`config.mk`:
```
export PLATFORM = sky130hd
export DESIGN_NAME = mc_controller
export DESIGN_NICKNAME = d
export VERILOG_FILES = /design/src/rtl/mc_pkg.sv /design/src/rtl/mc_out_decode.sv /design/src/rtl/mc_controller.sv
export SDC_FILE = /design/constraint.sdc
export NUM_CORES = 1
export LEC_CHECK = 0
export BUFFER_PORTS_ARGS = -buffer_cell sky130_fd_sc_hd__buf_2
export CAP_MARGIN = 0
export CELL_PAD_IN_SITES_DETAIL_PLACEMENT = 1
export CELL_PAD_IN_SITES_GLOBAL_PLACEMENT = 1
export CORE_AREA = 2 2 69 71
export DETAILED_ROUTE_END_ITERATION = 8
export DIE_AREA = 0 0 71 73
export HOLD_SLACK_MARGIN = 0.03
export PLACE_DENSITY_LB_ADDON = 0.1
export SLEW_MARGIN = 20
export SYNTH_ARGS = -nofsm -noshare
export SYNTH_HDL_FRONTEND = slang
export SYNTH_HIERARCHICAL = 1
export SYNTH_SLANG_ARGS = --single-unit
```
`constraint.sdc`:
```
create_clock -name clk -period 2.3 [get_ports clk]
set_input_delay 0.23 -clock clk [delete_from_list [all_inputs] [get_ports clk]]
set_output_delay 0.23 -clock clk [all_outputs]
set_load 0.01 [all_outputs]
```
`src/rtl/mc_pkg.sv`:
```
// mc_pkg: state encoding, mux-select constants and small decode helpers
// shared by the multicycle sequencer and its output decoder.
package mc_pkg;

  typedef enum logic [3:0] {
    FETCH  = 4'd0,
    DECODE = 4'd1,
    MEMADR = 4'd2,
    MEMRD  = 4'd3,
    MEMWB  = 4'd4,
    MEMWR  = 4'd5,
    EXECR  = 4'd6,
    EXECI  = 4'd7,
    ALUWB  = 4'd8,
    BRANCH = 4'd9
  } mc_state_e;

  // ALU operand B selects
  localparam logic [1:0] SRCB_REG  = 2'b00;
  localparam logic [1:0] SRCB_IMM  = 2'b01;
  localparam logic [1:0] SRCB_FOUR = 2'b10;

  // Result bus selects
  localparam logic [1:0] RES_ALUOUT = 2'b00;
  localparam logic [1:0] RES_RDATA  = 2'b01;
  localparam logic [1:0] RES_ALU    = 2'b10;

  localparam logic [3:0] RD_PC = 4'd15;

  // Word/byte transfers carry I in funct[5] (set = register offset);
  // halfword/signed transfers carry the immediate flag in funct[2].
  function automatic logic imm_off(input logic [1:0] op, input logic f5, input logic f2);
    return (op == 2'b01) ? ~f5 : f2;
  endfunction

  // TST/TEQ/CMP/CMN (opcode 10xx) only set flags.
  function automatic logic dp_writes(input logic [1:0] f43);
    return (f43 != 2'b10);
  endfunction

endpackage

```
`src/rtl/mc_out_decode.sv`:
```
// mc_out_decode: purely combinational state -> control-vector decoder.
// Handshake-qualified strobes (ir_write/pc_write in FETCH) and condition-gated
// strobes are folded in here so the top only carries next-state and counters.
module mc_out_decode
  import mc_pkg::*;
(
  input  logic [3:0] state,
  input  logic [1:0] op,
  input  logic [5:0] funct,
  input  logic [3:0] rd,
  input  logic       cond_ex,
  input  logic       mem_ack,
  output logic       mem_req,
  output logic       adr_src,
  output logic       ir_write,
  output logic       pc_write,
  output logic       reg_w,
  output logic       mem_w,
  output logic       alu_src_a,
  output logic [1:0] alu_src_b,
  output logic [1:0] result_src,
  output logic       alu_op,
  output logic       illegal
);

  logic w_unused_funct;
  logic w_dp_wr;

  assign w_unused_funct = &{1'b0, funct[1:0]};
  assign w_dp_wr        = cond_ex & dp_writes(funct[4:3]);

  // Decode control outputs from the current state
  always_comb begin
    mem_req    = 1'b0;
    adr_src    = 1'b0;
    ir_write   = 1'b0;
    pc_write   = 1'b0;
    reg_w      = 1'b0;
    mem_w      = 1'b0;
    alu_src_a  = 1'b0;
    alu_src_b  = SRCB_REG;
    result_src = RES_ALUOUT;
    alu_op     = 1'b0;
    illegal    = 1'b0;
    case (mc_state_e'(state))
      FETCH: begin
        mem_req    = 1'b1;
        alu_src_a  = 1'b1;
        alu_src_b  = SRCB_FOUR;
        result_src = RES_ALU;
        ir_write   = mem_ack;
        pc_write   = mem_ack;
      end
      DECODE: begin
        alu_src_a = 1'b1;
        alu_src_b = SRCB_FOUR;
        illegal   = (op == 2'b11);
      end
      MEMADR: begin
        alu_src_b = imm_off(op, funct[5], funct[2]) ? SRCB_IMM : SRCB_REG;
      end
      MEMRD: begin
        mem_req = cond_ex;
        adr_src = cond_ex;
      end
      MEMWB: begin
        result_src = RES_RDATA;
        reg_w      = 1'b1;
        pc_write   = (rd == RD_PC);
      end
      MEMWR: begin
        mem_req = cond_ex;
        mem_w   = cond_ex;
        adr_src = cond_ex;
      end
      EXECR: begin
        alu_op    = 1'b1;
        alu_src_b = SRCB_REG;
      end
      EXECI: begin
        alu_op    = 1'b1;
        alu_src_b = SRCB_IMM;
      end
      ALUWB: begin
        result_src = RES_ALUOUT;
        reg_w      = w_dp_wr;
        pc_write   = w_dp_wr & (rd == RD_PC);
      end
      BRANCH: begin
        alu_src_b  = SRCB_IMM;
        result_src = RES_ALU;
        pc_write   = cond_ex;
        reg_w      = cond_ex & funct[4];
      end
      default: begin
      end
    endcase
  end

endmodule

```
`src/rtl/mc_controller.sv`:
```
// mc_controller: multicycle sequencing FSM for the ARM core, one shared
// memory port with a req/ack handshake.
// Optional build macro: MC_PERF_CNT_EN adds 32-bit cycle/instruction counters;
// without it cycle_cnt/instr_cnt are tied to zero.
//
// state  | meaning
// FETCH  | request instruction word, latch IR and PC+4 on ack
// DECODE | form PC+8, dispatch on op/op2/funct
// MEMADR | compute load/store address
// MEMRD  | read access (skipped when condition fails)
// MEMWB  | write read data to Rd
// MEMWR  | write access (skipped when condition fails)
// EXECR  | data-processing, register operand
// EXECI  | data-processing, immediate operand
// ALUWB  | write ALU result unless compare/test
// BRANCH | PC <= target, optional link write
module mc_controller
  import mc_pkg::*;
(
  input  logic        clk,
  input  logic        reset_n,
  input  logic [1:0]  op,
  input  logic [5:0]  funct,
  input  logic [3:0]  rd,
  input  logic [1:0]  op2,
  input  logic        cond_ex,
  input  logic        mem_ack,
  output logic        mem_req,
  output logic        adr_src,
  output logic        ir_write,
  output logic        pc_write,
  output logic        reg_w,
  output logic        mem_w,
  output logic        alu_src_a,
  output logic [1:0]  alu_src_b,
  output logic [1:0]  result_src,
  output logic        alu_op,
  output logic        illegal,
  output logic [31:0] cycle_cnt,
  output logic [31:0] instr_cnt
);

  mc_state_e r_state;
  mc_state_e w_next;

  logic       w_mem_req;
  logic       w_adr_src;
  logic       w_ir_write;
  logic       w_pc_write;
  logic       w_reg_w;
  logic       w_mem_w;
  logic       w_alu_src_a;
  logic [1:0] w_alu_src_b;
  logic [1:0] w_result_src;
  logic       w_alu_op;
  logic       w_illegal;

  // State register; reset drops any outstanding access and restarts at FETCH
  always_ff @(posedge clk) begin
    if (!reset_n) r_state <= FETCH;
    else          r_state <= w_next;
  end

  // Next-state: mem_ack only matters in the three access states
  always_comb begin
    w_next = r_state;
    case (r_state)
      FETCH:  w_next = mem_ack ? DECODE : FETCH;
      DECODE: begin
        case (op)
          2'b01:   w_next = MEMADR;
          2'b00: begin
            if (op2 != 2'b00) w_next = MEMADR;
            else if (funct[5]) w_next = EXECI;
            else               w_next = EXECR;
          end
          2'b10:   w_next = BRANCH;
          default: w_next = FETCH;
        endcase
      end
      MEMADR: w_next = funct[0] ? MEMRD : MEMWR;
      MEMRD: begin
        if (!cond_ex)     w_next = FETCH;
        else if (mem_ack) w_next = MEMWB;
        else              w_next = MEMRD;
      end
      MEMWB:  w_next = FETCH;
      MEMWR: begin
        if (!cond_ex || mem_ack) w_next = FETCH;
        else                     w_next = MEMWR;
      end
      EXECR:  w_next = ALUWB;
      EXECI:  w_next = ALUWB;
      ALUWB:  w_next = FETCH;
      BRANCH: w_next = FETCH;
      default: w_next = FETCH;
    endcase
  end

  mc_out_decode u_out_decode (
    .state      (r_state),
    .op         (op),
    .funct      (funct),
    .rd         (rd),
    .cond_ex    (cond_ex),
    .mem_ack    (mem_ack),
    .mem_req    (w_mem_req),
    .adr_src    (w_adr_src),
    .ir_write   (w_ir_write),
    .pc_write   (w_pc_write),
    .reg_w      (w_reg_w),
    .mem_w      (w_mem_w),
    .alu_src_a  (w_alu_src_a),
    .alu_src_b  (w_alu_src_b),
    .result_src (w_result_src),
    .alu_op     (w_alu_op),
    .illegal    (w_illegal)
  );

  // Outputs are forced quiet for as long as reset is held
  always_comb begin
    mem_req    = reset_n & w_mem_req;
    adr_src    = reset_n & w_adr_src;
    ir_write   = reset_n & w_ir_write;
    pc_write   = reset_n & w_pc_write;
    reg_w      = reset_n & w_reg_w;
    mem_w      = reset_n & w_mem_w;
    alu_src_a  = reset_n & w_alu_src_a;
    alu_src_b  = reset_n ? w_alu_src_b  : 2'b00;
    result_src = reset_n ? w_result_src : 2'b00;
    alu_op     = reset_n & w_alu_op;
    illegal    = reset_n & w_illegal;
  end

`ifdef MC_PERF_CNT_EN
  logic [31:0] r_cycle_cnt;
  logic [31:0] r_instr_cnt;
  logic        w_instr_done;

  assign w_instr_done = (r_state != FETCH) && (w_next == FETCH);

  // Free-running perf counters, wrap naturally at 2^32
  always_ff @(posedge clk) begin
    if (!reset_n) begin
      r_cycle_cnt <= 32'h0;
      r_instr_cnt <= 32'h0;
    end else begin
      r_cycle_cnt <= r_cycle_cnt + 32'd1;
      if (w_instr_done) r_instr_cnt <= r_instr_cnt + 32'd1;
    end
  end

  assign cycle_cnt = reset_n ? r_cycle_cnt : 32'h0;
  assign instr_cnt = reset_n ? r_instr_cnt : 32'h0;
`else
  assign cycle_cnt = 32'h0;
  assign instr_cnt = 32'h0;
`endif

endmodule
```
# --- Word level (Yosys, flattened, before mapping) ---
# Index checks and enable logic that the tools add are counted.
totals:
  ff_bits: 4
  latchBits: 0
  mem_bits_rw: 0
  rom_bits: 0
  inputBits: 18
  output_inout_bits: 77
  word_cells: 62
  mem_count: 0
op_classes:
  n_addsub: 0
  multipliers: 0
  n_div: 0
  n_lt_le_gt_ge: 0
  n_eq_ne: 14
  shift: 0
  muxes: 24
  bitwise: 13
  n_reduce_logical: 10
ops:
  columns: ["op", "count"]
  rows:
  - ["one-hot mux 4 bit (6 select lines)", 1]
  - ["equality test 4 x 3 -> 1 bit (second input constant)", 4]
  - ["2-to-1 mux 3 bit", 5]
  - ["bitwise AND 1 bit", 12]
  - ["equality test 4 bit (second input constant)", 3]
  - ["one-hot mux 4 bit (3 select lines)", 1]
  - ["2-to-1 mux 1 bit", 10]
  - ["OR reduction 2 bit", 5]
  - ["equality test 4 x 2 -> 1 bit (second input constant)", 2]
  - ["one-hot mux 2 bit (3 select lines)", 1]
  - ["equality test 2 bit (second input constant)", 2]
  - ["equality test 4 x 1 -> 1 bit (second input constant)", 1]
  - ["logical NOT 4 bit", 1]
  - ["2-to-1 mux 2 bit", 2]
  - ["one-hot mux 1 bit (4 select lines)", 1]
  - ["one-hot mux 2 bit (2 select lines)", 1]
  - ["one-hot mux 1 bit (3 select lines)", 1]
  - ["equality test 2 x 1 -> 1 bit (second input constant)", 1]
  - ["logical NOT 2 bit", 1]
  - ["!= test 2 bit (second input constant)", 1]
  - ["one-hot mux 1 bit (2 select lines)", 1]
  - ["nonzero test 2 bit", 1]
  - ["logical NOT 1 bit", 1]
  - ["logical OR 1 bit", 1]
  - ["NOT 1 bit", 1]

# --- Depth between registers and ports, before layout ---
depth:
  word_depth: 5
  depth_mapped: 5
  depth_no_buf: 4

# --- By module ---
# The synthesis kept the hierarchy.
modules_own_cells:
  columns: ["module", "instances", "cells_each", "area_per_inst_um2", "seq_area_each_um2"]
  rows:
  - ["mc_controller", 1, 116, 869.6, 80.1]
  - ["mc_out_decode", 1, 39, 281.5, 0.0]

# --- Least setup slack after synthesis ---
# No wires, ideal clock.
synth_timing:
  kind: "register to output"
  start: "register r_state[2]"
  end: "output port pc_write"
  t_arrival_ns: 1.230
  t_required_ns: 2.070
  slack_ns: 0.840
  stages_incl_launch_ff: 6
  n_path_buf: 1
  cell_sequence: "dfxtp_1 -> buf_2 -> and3b_1 -> a31oi_1 -> o32ai_1 -> and2_1"
synth_via:
  elab_chain_cells: 3
  elab_cells_between_ends: 6
  classes_between: "eq/ne (3); mux (1); bitwise (1); reduce/logical (1)"
synth_rtl:
  columns: ["item", "line", "rtl"]
  rows:
  - ["start: declaration", "mc_controller.sv:43", "mc_state_e r_state;"]
  - ["start signal: assignment", "mc_controller.sv:61", "else r_state <= w_next;"]
  - ["equality test 4 bit (tied with other cells)", "mc_out_decode.sv:45", "case (mc_state_e'(state))"]
  - ["one-hot mux 1 bit (4 select lines) *", "mc_out_decode.sv:45", null]
  - ["via w_pc_write", "mc_controller.sv:49", "logic w_pc_write;"]
  - ["bitwise AND 1 bit *", "mc_controller.sv:125", "pc_write = reset_n & w_pc_write;"]
  - ["end: declaration", "mc_controller.sv:31", "output logic pc_write,"]
# The timed path passes the listed nets; every way through them passes the cells marked *.

# --- Worst setup path after layout ---
# Ends and elaborated chain as after synthesis.

==> flow_summary.json <==
{
  "synth_top_cell_by_area": "buf_4",
  "nets": 202,
  "htreeDepth": 1,
  "critical_path_class": "flop to output port",
  "slowest_delay_ns": 0.72,
  "root_buffer": "clkbuf_8",
  "largest_reg_flops": 4,
  "grt_start_max_net_pins": 21,
  "clk_pin_slew_ns": 0.03,
  "synth_seq_area_share_pct": 6.96,
  "finalPower_mw": 0.386,
  "crit_slowest_cell": "dfxtp_1",
  "clk-insertion-delay-late_ns": 0.21,
  "cts_made_buffers": 3,
  "tritoncts": "done",
  "vias": 909,
  "multi_input_area_um2": 762,
  "wl_per_cell_um": 10.2,
  "synth_area_um2": 1150,
  "drv_slew": 0,
  "fmax_mhz": 497,
  "drt-pass1-iter-count": 3,
  "hp-class": "input port to flop",
  "drc": 0,
  "post_cts_buffers": 0,
  "critPathBufInv": 1,
  "maxCapViolCount": 0,
  "syn_inst": 155,
  "core_um2": 4540,
  "synth.top_cell.area_share_pct": 42.4,
  "synth-seq-cells": 4,
  "grt_usage_pct": 8.86,
  "pre_cts_ws_ns": 0.493,
  "grt_pass1_vias": 813,
  "antenna_found_initial": 0,
  "register_area_um2": 80.1,
  "rsz0062_at_grt": "false",
  "start_util_pct": 25.4,
  "grt_pass1_wl_um": 3790,
  "worstPathArrival_ns": 1.78,
  "cts_resized": 0,
  "largest_register": "r_state",
  "overflow": 0,
  "async_flop_share_pct": 0,
  "dp_hpwl_um": 1950,
  "cellLeakagePower_nw": 0.608,
  "synthFlopType": "dfxtp_1",
  "routed_via_density": 3.85,
  "cp_num_cells": 5,
  "top_regs": "r_state (4)",
  "syn2layout_area_growth_pct": -2.50,
  "io_buffer_count": 29,
  "netlist-cell-type-count": 41,
  "cts.sinks": 4,
  "timing.final.crit_share_pct": 87.5,
  "fillCellCount": 613,
  "yosys_warnings": 6,
  "finalSetupTns_ns": 0,
  "chipHeight_um": 73,
  "status": "complete, no violations",
  "avgSynthCellArea_um2": 7.43,
  "routed_wl_um": 2410,
  "endpoint_kind": "output port",
  "layout-drive-gt1-share_pct": 23.1,
  "min_delay_path_depth": 3,
  "setup-violations-final": 0,
  "drtIter0Drc": 17,
  "synthTopCellsByArea": "buf_4, and2_1, dfxtp_1, buf_6, nor2_1",
  "worst-slew-pin-transition_ns": 0.672,
  "clockBufferDepth": 2,
  "min_period_ns": 2.01,
  "ios": 95,
  "crit_fanout": 20,
  "ir_drop_uv": 181,
  "gp_congestion": 0.742,
  "worstPathCellList": "and3b_1 -> a31oi_1 -> o32ai_1 -> and2_1 -> buf_2",
  "cp_top_family": "flip-flops",
  "synth-edff-count": 0,
  "antennaDiodeCount": 0,
  "drtAntennaViolNets": 0,
  "cp.required_ns": 2.07,
  "reg2regPathDepth": 3,
  "die_w_um": 71,
  "powerDensity_nw_per_um2": 344,
  "hold_viol_final": 0,
  "core.rowCount": 25,
  "cts_hold_buf": 0,
  "max-slew-margin-rel_pct": 55.1,
  "fin_worst_skew_ns": 0.00173,
  "setup_slack_ns": 0.287,
  "dieArea_um2": 5180,
  "startpoint_type": "flop"
}
-- power by group --
part	switching, mW	leakage (nW)	internal [mW]	total [mW]
Sequential	0.0136	0.0326	0.0734	0.0871
Combinational	0.100	0.554	0.0537	0.154
Clock	0.0333	0.0216	0.111	0.145
-- cell families (layout without fill, tap and decap cells) --
logic type | Yosys count | in the layout | share of synthesized area, %
compound gates | 18 | 18 | 10.8
flops | 4 | 4 | 6.96
other cells | 1 | 64 | 0.326
simple gates | 58 | 58 | 33.0
buf+inv | 72 | 36 | 47.4
xor+xnor | 2 | 2 | 1.52
-- final timing paths --
kind                   start  slack [ns]         end
setup / recovery  r_state[2]        0.29    pc_write
hold / removal      funct[0]        0.34  r_state[1]
hold reg to reg   r_state[1]        0.70  r_state[3]
setup reg to reg  r_state[2]        0.65  r_state[2]
-- layer usage --
| layer | global-route usage, % | vias to the layer above | wire length [um] |
|---|---|---|---|
| met4 | 2.52 | 0 | 22 |
| met2 | 16.2 | 52 | 1160 |
| met3 | 1.52 | 3 | 194 |
| met1 | 10.6 | 406 | 1040 |
| li1 | - | 448 | - |
| met5 | 0 | - | 0 |
-- cell usage after synthesis (all sizes together), types with 2 or more instances --
library cell	number
nor2	9
nand3b	2
xor2	2
a31oi	5
nand4	3
nor3b	4
a21oi	3
and3b	3
nand2b	2
and2b	2
buf	70
dfxtp	4
nor3	4
nand2	3
o21ai	4
and3	2
and2	14
nand3	2
-- per-stage QoR --
step	instance area [um^2]	hold WS, ns	std cells	utilization (%)
2_1_floorplan	1390	0.389	218	-
3_3_place_gp	1080	0.573	233	23.8
3_5_place_dp	1080	0.572	233	23.8
4_1_cts	1120	0.347	236	24.7
5_1_grt	1120	0.364	236	24.7
6_report	1120	0.344	236	24.7
-- cell type report --
| class | instances | area share, % |
|---|---|---|
| clock buffers | 3 | 3.68 |
| inverters | 1 | 0.334 |
| multi-input cells | 142 | 67.9 |
| well taps | 54 | 6.02 |
| flip-flops and latches | 4 | 7.13 |
| repair buffers | 32 | 14.9 |
-- worst reg2reg max path: cells and delay by family, from the launching register on --
| kind | cells | cell delay, ns |
|---|---|---|
| flops | 1 | 0.72 |
| simple gates | 1 | 0.41 |
| compound gates | 2 | 0.45 |
-- layout by cell type, fill, tap and decap left out, drive strengths merged, types with 3 or more instances in the layout --
| master | instances |
|---|---|
| a21oi | 3 |
| nor3 | 4 |
| clkbuf | 3 |
| conb | 64 |
| nor2 | 9 |
| dfxtp | 4 |
| o21ai | 4 |
| nand2 | 3 |
| nor3b | 4 |
| buf | 32 |
| and3b | 3 |
| nand4 | 3 |
| a31oi | 5 |
| and2 | 14 |
Power figures use the tool's default switching activity.
